$ cat config.mk
export PLATFORM = sky130hd
export DESIGN_NAME = wavelet_tap_buffer
export DESIGN_NICKNAME = d
export VERILOG_FILES = /design/src/rtl/wavelet_tap_buffer.sv
export SDC_FILE = /design/constraint.sdc
export NUM_CORES = 1
export LEC_CHECK = 0
export ABC_AREA = 1
export CORE_AREA = 4 4 82 84
export CTS_BUF_LIST = sky130_fd_sc_hd__clkbuf_8 sky130_fd_sc_hd__clkbuf_16
export DETAILED_ROUTE_END_ITERATION = 12
export DIE_AREA = 0 0 86 88
export PLACE_DENSITY = 0.76
export REMOVE_ABC_BUFFERS = 1
export SYNTH_ARGS = -nofsm -noshare
export SYNTH_HDL_FRONTEND = slang
export SYNTH_SLANG_ARGS = --single-unit
$ cat constraint.sdc
create_clock -name clk -period 1.1 [get_ports clk]
set_input_delay 0.165 -clock clk [delete_from_list [all_inputs] [get_ports clk]]
set_output_delay 0.165 -clock clk [all_outputs]
set_load 0.01 [all_outputs]
$ cat src/rtl/wavelet_tap_buffer.sv
// ============================================================================
// Module   : wavelet_tap_buffer
// Brief    : Sample window feeding the fir wavelet filter; pulses start_calc
//            once full and then every STRIDE accepted samples.
// Revision : 1.0 - initial release
// ============================================================================
`default_nettype none
`timescale 1ns/1ps

module wavelet_tap_buffer #(
  parameter int BITS_PER_ELEM = 8,
  parameter int NUM_ELEM      = 7,
  parameter int STRIDE        = 1
) (
  input  logic                              clk,
  input  logic                              rst_n,
  input  logic                              i_valid,
  input  logic [BITS_PER_ELEM-1:0]          i_sample,
  input  logic                              i_flush,
  output logic                              o_ready,
  output logic [NUM_ELEM*BITS_PER_ELEM-1:0] o_taps,
  output logic                              o_start_calc,
  output logic                              o_full
);

  localparam int FILL_W   = $clog2(NUM_ELEM + 1);
  localparam int STRIDE_W = $clog2(STRIDE) + 1;

  localparam logic [FILL_W-1:0]   c_FILL_MAX    = FILL_W'(NUM_ELEM);
  localparam logic [FILL_W-1:0]   c_FILL_LAST   = FILL_W'(NUM_ELEM - 1);
  localparam logic [STRIDE_W-1:0] c_STRIDE_LAST = STRIDE_W'(STRIDE - 1);

  logic [BITS_PER_ELEM-1:0] r_win [NUM_ELEM];
  logic [FILL_W-1:0]        r_fill;
  logic [STRIDE_W-1:0]      r_stride;

  logic                     w_accept;
  logic                     w_full_after;
  logic [FILL_W-1:0]        w_fill_next;
  logic [STRIDE_W-1:0]      w_stride_next;

  // Input is only refused during reset or a flush cycle.
  assign o_ready  = rst_n & ~i_flush;
  assign w_accept = i_valid & o_ready;

  // True when the accept being taken leaves the window full.
  assign w_full_after  = (r_fill >= c_FILL_LAST);
  assign w_fill_next   = (r_fill == c_FILL_MAX) ? r_fill : r_fill + 1'b1;
  assign w_stride_next = (r_stride == c_STRIDE_LAST) ? '0 : r_stride + 1'b1;

  always_ff @(posedge clk or negedge rst_n) begin
    if (!rst_n) begin
      for (int k = 0; k < NUM_ELEM; k++) r_win[k] <= '0;
    end else if (i_flush) begin
      for (int k = 0; k < NUM_ELEM; k++) r_win[k] <= '0;
    end else if (w_accept) begin
      r_win[0] <= i_sample;
      for (int k = 1; k < NUM_ELEM; k++) r_win[k] <= r_win[k-1];
    end
  end

  always_ff @(posedge clk or negedge rst_n) begin
    if (!rst_n) begin
      r_fill       <= '0;
      r_stride     <= '0;
      o_full       <= 1'b0;
      o_start_calc <= 1'b0;
    end else if (i_flush) begin
      r_fill       <= '0;
      r_stride     <= '0;
      o_full       <= 1'b0;
      o_start_calc <= 1'b0;
    end else begin
      o_start_calc <= 1'b0;
      if (w_accept) begin
        r_fill <= w_fill_next;
        o_full <= (w_fill_next == c_FILL_MAX);
        if (w_full_after) begin
          o_start_calc <= (r_stride == '0);
          r_stride     <= w_stride_next;
        end
      end
    end
  end

  for (genvar k = 0; k < NUM_ELEM; k++) begin : g_pack
    assign o_taps[k*BITS_PER_ELEM +: BITS_PER_ELEM] = r_win[k];
  end

endmodule

`default_nettype wire

; ---- Word level (Yosys, flattened, before mapping)
; Index checks and enable logic that the tools add are counted.
[op_classes]
n_addsub = 2
n_lt_le_gt_ge = 1
n_eq_ne = 2
mux = 14
n_bitwise = 4
reduce_logical = 3
[ops]
columns = cell, count
row1 = 56-bit two-way mux, 2
row2 = 1-bit two-way mux, 9
row3 = 3-bit two-way mux, 3
row4 = 3-bit == test (second input constant), 2
row5 = 2-bit nonzero test, 2
row6 = 3-bit by 1-bit adder with 3-bit output (second input constant), 1
row7 = 3-bit >= comparator (second input constant), 1
row8 = 1-bit bitwise AND, 2
row9 = 1-bit NOT, 2
row10 = 2-bit AND reduction, 1
row11 = 1-bit adder (second input constant), 1
[totals]
ff_bits = 62
inputBits = 12
out_inout_bits = 59
elab_cells = 37

; ---- Longest topological paths before layout
; Gate-level depths: netlist (run 1).
[logic_depth]
ltp_word = 5
mapped_depth = 7
mapped_depth_nobuf = 7

; ---- Least setup slack after synthesis (run 1)
; No wires, ideal clock.
[synth_path]
kind = reg2reg
startpoint = reg r_fill[0]
endpoint = reg o_full
setup_time_ps = 116
t_arrival_ps = 935
path_slack_ps = 49
path_stages_with_launch = 8
n_path_buf = 0
synth_period_minus_slack_ps = 1051
path_cell_list = dfrtp_1 > ha_1 > nand2_1 > nand2_1 > nand2_1 > nor2_1 > nand2_1 > nand2_1
[synth_via]
elab_chain_len = 5
word_cells_on_any_way = 6
classes_between = add/sub: 1 / eq/ne: 2 / mux: 3
[synth_rtl]
columns = element, line_no
row1 = "start, declared", 34  ; logic [FILL_W-1:0] r_fill;
row2 = "start signal, assigned", 76  ; r_fill <= w_fill_next;
row3 = 3-bit by 1-bit adder with 3-bit output / 3-bit == test (equally long branches), 48  ; assign w_fill_next = (r_fill == c_FILL_MAX) ? r_fill : r_fill + 1'b1;
row4 = 3-bit two-way mux (*), 48
row5 = 3-bit == test (*), 77  ; o_full <= (w_fill_next == c_FILL_MAX);
row6 = 1-bit two-way mux (*), 75  ; if (w_accept) begin
row7 = 1-bit two-way mux (*), 68  ; end else if (i_flush) begin
row8 = "end signal, assigned", 77
row9 = "end, declared", 23  ; output logic o_full
; Mark *: on every way between the ends. The rest lies on a longest branch, timed or not. The select of a mux whose other input is x is not followed.
; A chain may end at the register's enable or synchronous reset.

; ---- Final worst setup path (run 1)
; Ends and elaborated chain as after synthesis.

==> results of run 1 <==
## state kept, by name, indices dropped and copies added (netlist names)
register and flops:
r_fill 3, o_taps 56, o_start_calc 1, o_full 1
## cell families (layout without fill, tap and decap cells)
family | count (synthesis) | after routing
adder cells (fa/ha/maj) | 2 | 2
buffers and inverters | 65 | 165
AND/OR/NAND/NOR | 36 | 36
flip-flops | 61 | 61
AO/OA/AOI/OAI | 60 | 60
## metrics by stage
step	total power, µW	cells	hold slack, ns	area, µm²
finish	4740	399	0.0187	3390
global route	4960	399	0.0366	3390
CTS	4770	398	0.0155	3350
detailed placement	2720	371	0.277	3320
global placement	2710	371	0.276	3320
floorplan	2470	212	-0.131	2390
## critical path, cell delays in order, from the launching register on
cell and delay (ns):
dfrtp_2 0.44, inv_2 0.09, ha_4 0.20, nand2_2 0.06
nand2_2 0.05, nor2_2 0.10, nand2_1 0.05, nand2_1 0.06
## per-layer routing
| layer | global-route usage | up-vias | share of wire |
|---|---|---|---|
| met2 | 0.261 | 45 | 0.49 |
| li1 | - | 918 | - |
| met5 | 0 | - | 0 |
| met1 | 0.210 | 934 | 0.44 |
| met4 | 0.0432 | 0 | 0.0046 |
| met3 | 0.0574 | 4 | 0.064 |
## worst paths after layout
check,endpoint,slack [ns]
worst max-delay path,o_full,-0.02
worst min-delay path,o_taps[1],0.02
worst max register to register,o_full,-0.02
worst min register to register,o_full,0.47
max in group asynchronous,r_fill[1],0.25
min in group clk,o_taps[1],0.40
## synth_stat cells
library cell | count | area, µm²
a21oi_1 | 1 | 5.00
buf_2 | 6 | 30.0
buf_4 | 1 | 7.51
buf_6 | 2 | 22.5
buf_8 | 2 | 30.0
clkbuf_1 | 1 | 3.75
dfrtp_1 | 61 | 1530
ha_1 | 2 | 25.0
inv_1 | 51 | 191
inv_2 | 2 | 7.51
nand2_1 | 19 | 71.3
nand2_2 | 1 | 6.26
nand3_1 | 10 | 50.1
nand3_4 | 1 | 17.5
nor2_1 | 4 | 15.0
nor2_2 | 1 | 6.26
o21ai_0 | 15 | 75.1
o21ai_1 | 4 | 20.0
o22ai_1 | 20 | 125
o22ai_2 | 20 | 250
## power by group through the flow
stage	registers (µW)	clock network, µW	logic, µW
3_3_place_gp	2330	0	382
2_1_floorplan	2340	0	129
3_5_place_dp	2330	0	387
5_1_grt	2300	2230	433
6_report	2290	2050	395
4_1_cts	2290	2110	377
## cell type report
type | count | share of cell area
sequential | 61 | 0.450
multi-input combinational | 98 | 0.210
timing repair buffer | 96 | 0.191
inverter | 53 | 0.0593
clock buffer | 12 | 0.0487
tap | 75 | 0.0276
clock inverter | 4 | 0.0133
## what timing repair did
item	in CTS	in global routing
gates resized for setup	233	19
setup endpoints to repair	83	29
endpoints found under the hold margin	33	0
pin swaps	0	6
buffers inserted	10	1
hold buffers	1	0
==> results.toml, run 1 <==
[pwr]
powerDensity_mw_per_mm2 = 1400
pwr-share-comb = 0.083
vdd_drop_max_mv = 0.989
p_leak_uw = 0.00166
sw_frac_of_total = 0.229
p_int_uw = 3660
power_switching_uw = 1080
pwr-share-seq = 0.484
clkPwrFrac = 0.433

[hold_path]
hp-class = "in2async"

[sta]
setup_tns_ns = -0.0175
hold_violations = 0
period_needed_ns = 1.12
fin_skew_ns = 0.00509
finalCritPeriodShare = 1.02
clock.fmax_mhz = 895
setup_slack_ns = -0.0175
worstMarginPinSlew_ns = 0.425
setup_viol = 1
slew_viol_final = 0
rsz0062_at_grt = "true"
slew_headroom = 0.717

[layout]
final_util = 0.573
final-seq-area_mm2 = 0.00153
n_antenna_cell = 0
area_growth_pct = 36.5
multi_input_area_um2 = 712
drive_above_1_share = 0.423
nFillCells = 531
layout_common_cells = "dfrtp_1, buf_2, inv_1"
layout_commonest_cell = "dfrtp_1"
final_nets = 333

[job]
maxCapViolations = 0

[floorplanning]
boundaryPins = 71
core-area_mm2 = 0.00592
design.die.area_mm2 = 0.00757
die_w_um = 86
die_h_um = 88
rows = 28
start_util = 0.420

[grt]
antenna_found_initial = 0
grtUsageTotal = 0.162
grt_pass1_vias = 1957
overflow = 0
grt_max_degree = 34
grt_pass1_wl_mm = 9.52

[drt]
final_antenna_net_count = 0
avgRoutedWirePerCell_um = 14.8
dr.pass1.iters = 4
vias = 1901
drt_iter0_drc = 80
vias_per_cell = 4.76
drc_errors = 0
finalWirelength_mm = 5.89

[worst_setup_path]
critPathLaunchType = "flop"
path_max_fanout = 3
reg2regPathDepth = 7
worst-setup-path-type = "reg2reg"
r2r-start = "r_fill[0]"
critPathArrivalTime_ns = 1.38
critical_path_required_ns = 1.36
cp-startpoint = "r_fill[0]"
cp-end-kind = "flop"

[synth]
yosysWarnings = 0
yosysSeqAreaShare = 0.614
syn-cell-area_mm2 = 0.00249
syn_area_per_cell_um2 = 11.1
synth_compound_area_frac = 0.191
synthSimpleGateAreaFrac = 0.0669
ys_types = 20
synth_top_family_by_area = "compound AO/OA/AOI/OAI gates"
synth_xor_area_frac = 0
synth_seq_cells = 61
post_synth_fa_ha_maj_area_fraction = 0.0101
synthMuxAreaShare = 0
synth_cells = 224

[cts]
root_buffer = "clkbuf_8"
clkSinkCount = 61
cts_made_buffers = 9
cts_buffer_depth = 2
clkTransAtPathRegs_ns = 0.07
clkLatencyLatePin_ns = 0.32
htree_levels = 3
cts_tree = "done"

[place]
io_buffers = 70
dpl_worst_slack_ns = -0.405
place_hpwl_mm = 3.85
gp_congestion = 0.712

[outcome]
failed_checks = "setup timing"
status = "complete, but fails checks"
Power figures use the tool's default switching activity.
==> run 2: changes to the inputs <==
CORE_AREA = 2 2 80 82   (was 4 4 82 84)
DIE_AREA = 0 0 82 84   (was 0 0 86 88)
==> run 2 against run 1 <==
Against the previous run: the run still ends with setup timing left; count of clock-buffer cells in the layout stayed put; first-iteration DRC count is 13% higher; final cell count is 1.5% lower; via count is 1.3% higher; cell area is 3.2% lower; sequential share of layout area is 1.4 points higher; register-to-register slack hardly changed; sequential power hardly changed; sequential cell count stayed put; clock skew is 0.00083 ns higher; critical path depth stayed put; critical path type unchanged; largest cell class unchanged; highest routed layer unchanged.
==> results.toml, run 2 (synthesized netlist as in run 1, its figures left out) <==
[sta]
worstMarginPinSlew_ns = 0.449
setup_slack_ns = -0.0108
clock.fmax_mhz = 900
rsz0062_at_grt = "true"
slew_viol_final = 0
slew_headroom = 0.701
finalCritPeriodShare = 1.01
period_needed_ns = 1.11
hold_violations = 0
fin_skew_ns = 0.00592
setup_tns_ns = -0.0108
setup_viol = 1

[drt]
avgRoutedWirePerCell_um = 14.6
vias_per_cell = 4.90
dr.pass1.iters = 4
final_antenna_net_count = 0
drt_iter0_drc = 90
finalWirelength_mm = 5.74
vias = 1926
drc_errors = 0

[grt]
grtUsageTotal = 0.178
antenna_found_initial = 0
grt_pass1_wl_mm = 9.13
grt_pass1_vias = 1873
overflow = 0
grt_max_degree = 37

[pwr]
p_leak_uw = 0.00162
powerDensity_mw_per_mm2 = 1350
vdd_drop_max_mv = 0.692

[worst_setup_path]
path_cells = "ha_2 > nand2_2 > nand2_2 > nand2_2 > nor2_2 > nand2_1 > nand2_1"
path_max_fanout = 4
slowest_delay_ns = 0.39
cpMostUsedCell = "nand2_2"
cp-end-kind = "flop"
critPathLaunchType = "flop"
r2r_slack_ns = -0.01
worst-setup-path-type = "reg2reg"
r2r-start = "r_fill[0]"
path_delay_family = "simple AND/OR/NAND/NOR gates"
critPathArrivalTime_ns = 1.39
reg2regPathDepth = 7
cp.buffers_inverters = 0
critical_path_required_ns = 1.38
critPathSlowestCell = "dfrtp_1"
r2r_end = "o_full"

[layout]
n_antenna_cell = 0
layout_commonest_cell = "dfrtp_1"
largest_register_ff_count = 56
drive_above_1_share = 0.386
final_nets = 326
nFillCells = 565
area_growth_pct = 32.2
layout_common_cells = "dfrtp_1, buf_2, inv_1"

[outcome]
status = "complete, but fails checks"
failed_checks = "setup timing"

[cts]
htree_levels = 3
clkSinkCount = 61
root_buffer = "clkbuf_8"
clkTransAtPathRegs_ns = 0.07
cts_made_buffers = 9
cts_buffer_depth = 2
clkLatencyLatePin_ns = 0.34
cts_tree = "done"

[place]
io_buffers = 70
gp_congestion = 0.703
dpl_worst_slack_ns = -0.351
place_hpwl_mm = 3.79

[floorplanning]
rows = 29
die_h_um = 84
design.die.area_mm2 = 0.00689
start_util = 0.408
core-area_mm2 = 0.00610
die_w_um = 82
boundaryPins = 71

[job]
maxCapViolations = 0

[hold_path]
hp-class = "in2async"
-- run 2: cell type report --
type | count | area [µm²] | area share
sequential | 61 | 1530 | 0.464
multi-input combinational | 98 | 684 | 0.208
timing repair buffer | 89 | 601 | 0.183
inverter | 53 | 201 | 0.0613
clock buffer | 12 | 165 | 0.0502
tap | 77 | 96.3 | 0.0293
clock inverter | 3 | 12.5 | 0.00381
-- run 2: power breakdown --
group | switching, µW | total, µW | internal [µW]
Sequential | 17.9 | 2290 | 2270
Clock | 806 | 1770 | 969
Combinational | 222 | 368 | 146
-- run 2: per-stage QoR --
step / cells / power [µW] / hold WS [ns] / utilization / instance area [µm²]
2_1_floorplan: 212 / 2470 / -0.131 / - / 2390
3_3_place_gp: 371 / 2710 / 0.245 / 0.545 / 3320
3_5_place_dp: 371 / 2720 / 0.238 / 0.545 / 3320
4_1_cts: 393 / 4450 / 0.0484 / 0.538 / 3280
5_1_grt: 393 / 4620 / 0.0784 / 0.539 / 3290
6_report: 393 / 4430 / 0.0308 / 0.539 / 3290
-- run 2: worst register-to-register path, delay by kind of cell (launching register included) --
| family | cells | cell delay (ns) |
|---|---|---|
| DFF | 1 | 0.39 |
| and+or+nand+nor | 6 | 0.43 |
| adders and majority gates | 1 | 0.24 |
-- run 2: worst max path at each step --
stage,startpoint,to,slack (ns),cells after the start
after floorplan,i_flush,r_fill[0],-0.81,6
after global placement,i_flush,o_ready,-0.35,3
after detailed placement,i_flush,o_ready,-0.35,3
after CTS,o_taps[4],o_taps[4],0.003,1
after global routing,r_fill[0],o_full,-0.08,7
final,r_fill[0],o_full,-0.01,7
-- run 2: timing repair --
item | 4_1_cts | 5_1_grt
resized for setup | 234 | 9
hold buffers | 1 | 0
setup endpoints to repair | 60 | 8
endpoints found under the hold margin | 25 | 0
setup buffers | 6 | 0
pin swaps | 1 | 2
-- run 2: routing by layer --
metal / vias up / share of wire / track usage
li1: 911 / - / -
met1: 950 / 0.43 / 0.238
met2: 55 / 0.50 / 0.266
met3: 10 / 0.060 / 0.0606
met4: 0 / 0.015 / 0.0667
met5: - / 0 / 0
==> run 3: changes to the inputs <==
CORE_AREA = 2 2 76 78   (was 2 2 80 82)
DIE_AREA = 0 0 78 80   (was 0 0 82 84)
PLACE_DENSITY = 0.8   (was 0.76)
clock period = 1.07 ns   (was 1.1 ns; I/O delays follow)
==> run 3 against run 2 <==
Against the previous run: the flow still finishes with violations (setup timing); fmax is 1.3% higher; sequential cell count stayed put; count of clock-buffer cells in the layout is 1 higher; register-to-register slack worse by 0.02 ns; hold slack worse by 0.016 ns; cell area is 4.0% higher; setup slack worse by 0.016 ns; critical path type unchanged.
==> results.toml, run 3 (synthesized netlist as in run 1, its figures left out) <==
[worst_setup_path]
slowest_delay_ns = 0.45
critPathLaunchType = "flop"
critPathArrivalTime_ns = 1.31
worst-setup-path-type = "reg2reg"
path_max_fanout = 4
cp-end-kind = "flop"
critPathSlowestCell = "dfrtp_2"
critical_path_required_ns = 1.29
path_cells = "ha_4 > nand2_2 > nand2_1 > nand2_1 > nor2_1 > nand2_1 > nand2_1"
cpMostUsedCell = "nand2_1"

[cts]
cts_buffer_depth = 2
clkTransAtPathRegs_ns = 0.07
cts_tree = "done"
clkLatencyLatePin_ns = 0.32
clkSinkCount = 61
root_buffer = "clkbuf_8"
htree_levels = 3
cts_made_buffers = 9

[layout]
final_area_mm2 = 0.00342
layout_common_cells = "buf_2, dfrtp_1, inv_1"
final_nets = 331
stdcell_count = 394
drive_above_1_share = 0.410
nFillCells = 475
area_growth_pct = 37.5
largest_register_ff_count = 56
n_antenna_cell = 0

[floorplanning]
die_w_um = 78
core-area_mm2 = 0.00541
die_h_um = 80
rows = 27
start_util = 0.460
design.die.area_mm2 = 0.00624
boundaryPins = 71

[drt]
dr.pass1.iters = 6
finalWirelength_mm = 5.84
avgRoutedWirePerCell_um = 14.8
final_antenna_net_count = 0
drc_errors = 0
vias = 1909
drt_iter0_drc = 111
vias_per_cell = 4.85

[sta]
clock.fmax_mhz = 912
slew_headroom = 0.744
setup_slack_ns = -0.0264
worstMarginPinSlew_ns = 0.385
setup_viol = 1
slew_viol_final = 0
rsz0062_at_grt = "true"
holdWs_ns = 0.0146
hold_violations = 0
finalCritPeriodShare = 1.02
fin_skew_ns = 0.00524
period_needed_ns = 1.10

[job]
maxCapViolations = 0

[place]
placedCellCount = 368
gp_congestion = 0.736
io_buffers = 70
place_area_mm2 = 0.00335
place_hpwl_mm = 3.92

[grt]
grtUsageTotal = 0.201
antenna_found_initial = 0
grt_pass1_vias = 1953
grt_pass1_wl_mm = 9.61
grt_max_degree = 32
overflow = 0

[pwr]
p_leak_uw = 0.00168
vdd_drop_max_mv = 1.02
powerDensity_mw_per_mm2 = 1520
power_uw = 5190

[outcome]
status = "complete, but fails checks"
failed_checks = "setup timing"

[hold_path]
hp-class = "in2async"
## run 3: where the power goes
| part | internal, µW | switching (µW) | total [µW] |
|---|---|---|---|
| Sequential | 2340 | 21.4 | 2360 |
| Combinational | 168 | 236 | 404 |
| Clock | 1560 | 861 | 2420 |
## run 3: layer usage
layer | up-vias | global-route usage | routed length [µm]
met5 | - | 0 | 0
met4 | 0 | 0.0930 | 101
met3 | 9 | 0.0430 | 242
met2 | 49 | 0.316 | 2790
met1 | 937 | 0.269 | 2710
li1 | 914 | - | -
## run 3: through the flow
step                utilization  setup WS [ns]  setup TNS, ns
floorplan                     -         -0.837         -38.82
global placement          0.619         -0.401         -20.70
detailed placement        0.619         -0.415         -21.77
CTS                       0.627        -0.0548        -0.0548
global route              0.633        -0.0719        -0.0813
finish                    0.633        -0.0264        -0.0264
## run 3: worst paths after layout
| path | from | endpoint | slack, ns | depth (start not counted) |
|---|---|---|---|---|
| worst max-delay path | r_fill[1] | o_full | -0.03 | 7 |
| worst min-delay path | rst_n | o_taps[27] | 0.01 | 3 |
| worst max register to register | r_fill[1] | o_full | -0.03 | 7 |
| worst min register to register | o_taps[50] | o_taps[50] | 0.49 | 2 |
| max in group asynchronous | rst_n | r_fill[1] | 0.28 | 3 |
| min in group clk | i_valid | o_taps[1] | 0.39 | 4 |
## run 3: repair_timing
item | in CTS | in global routing
setup endpoints to repair | 107 | 20
pin swaps | 4 | 5
buffers inserted | 8 | 1
endpoints found under the hold margin | 31 | 0
hold buffers | 1 | 0
gates resized for setup | 240 | 8
## run 3: area by class of cell
cell class                      instances  area (µm²)  area share
Inverter                               53         199      0.0582
Sequential cell                        61        1530       0.447
Tap cell                               72        90.1      0.0263
Timing Repair Buffer                   94         653       0.191
Clock inverter                          3        65.1      0.0190
Multi-Input combinational cell         98         704       0.206
Clock buffer                           13         179      0.0523
## run 3: critical path: cells and delay by family (launching register included)
| kind | cells | cell delay, ns |
|---|---|---|
| adder cells (fa/ha/maj) | 1 | 0.19 |
| AND/OR/NAND/NOR | 6 | 0.36 |
| flip-flops | 1 | 0.45 |
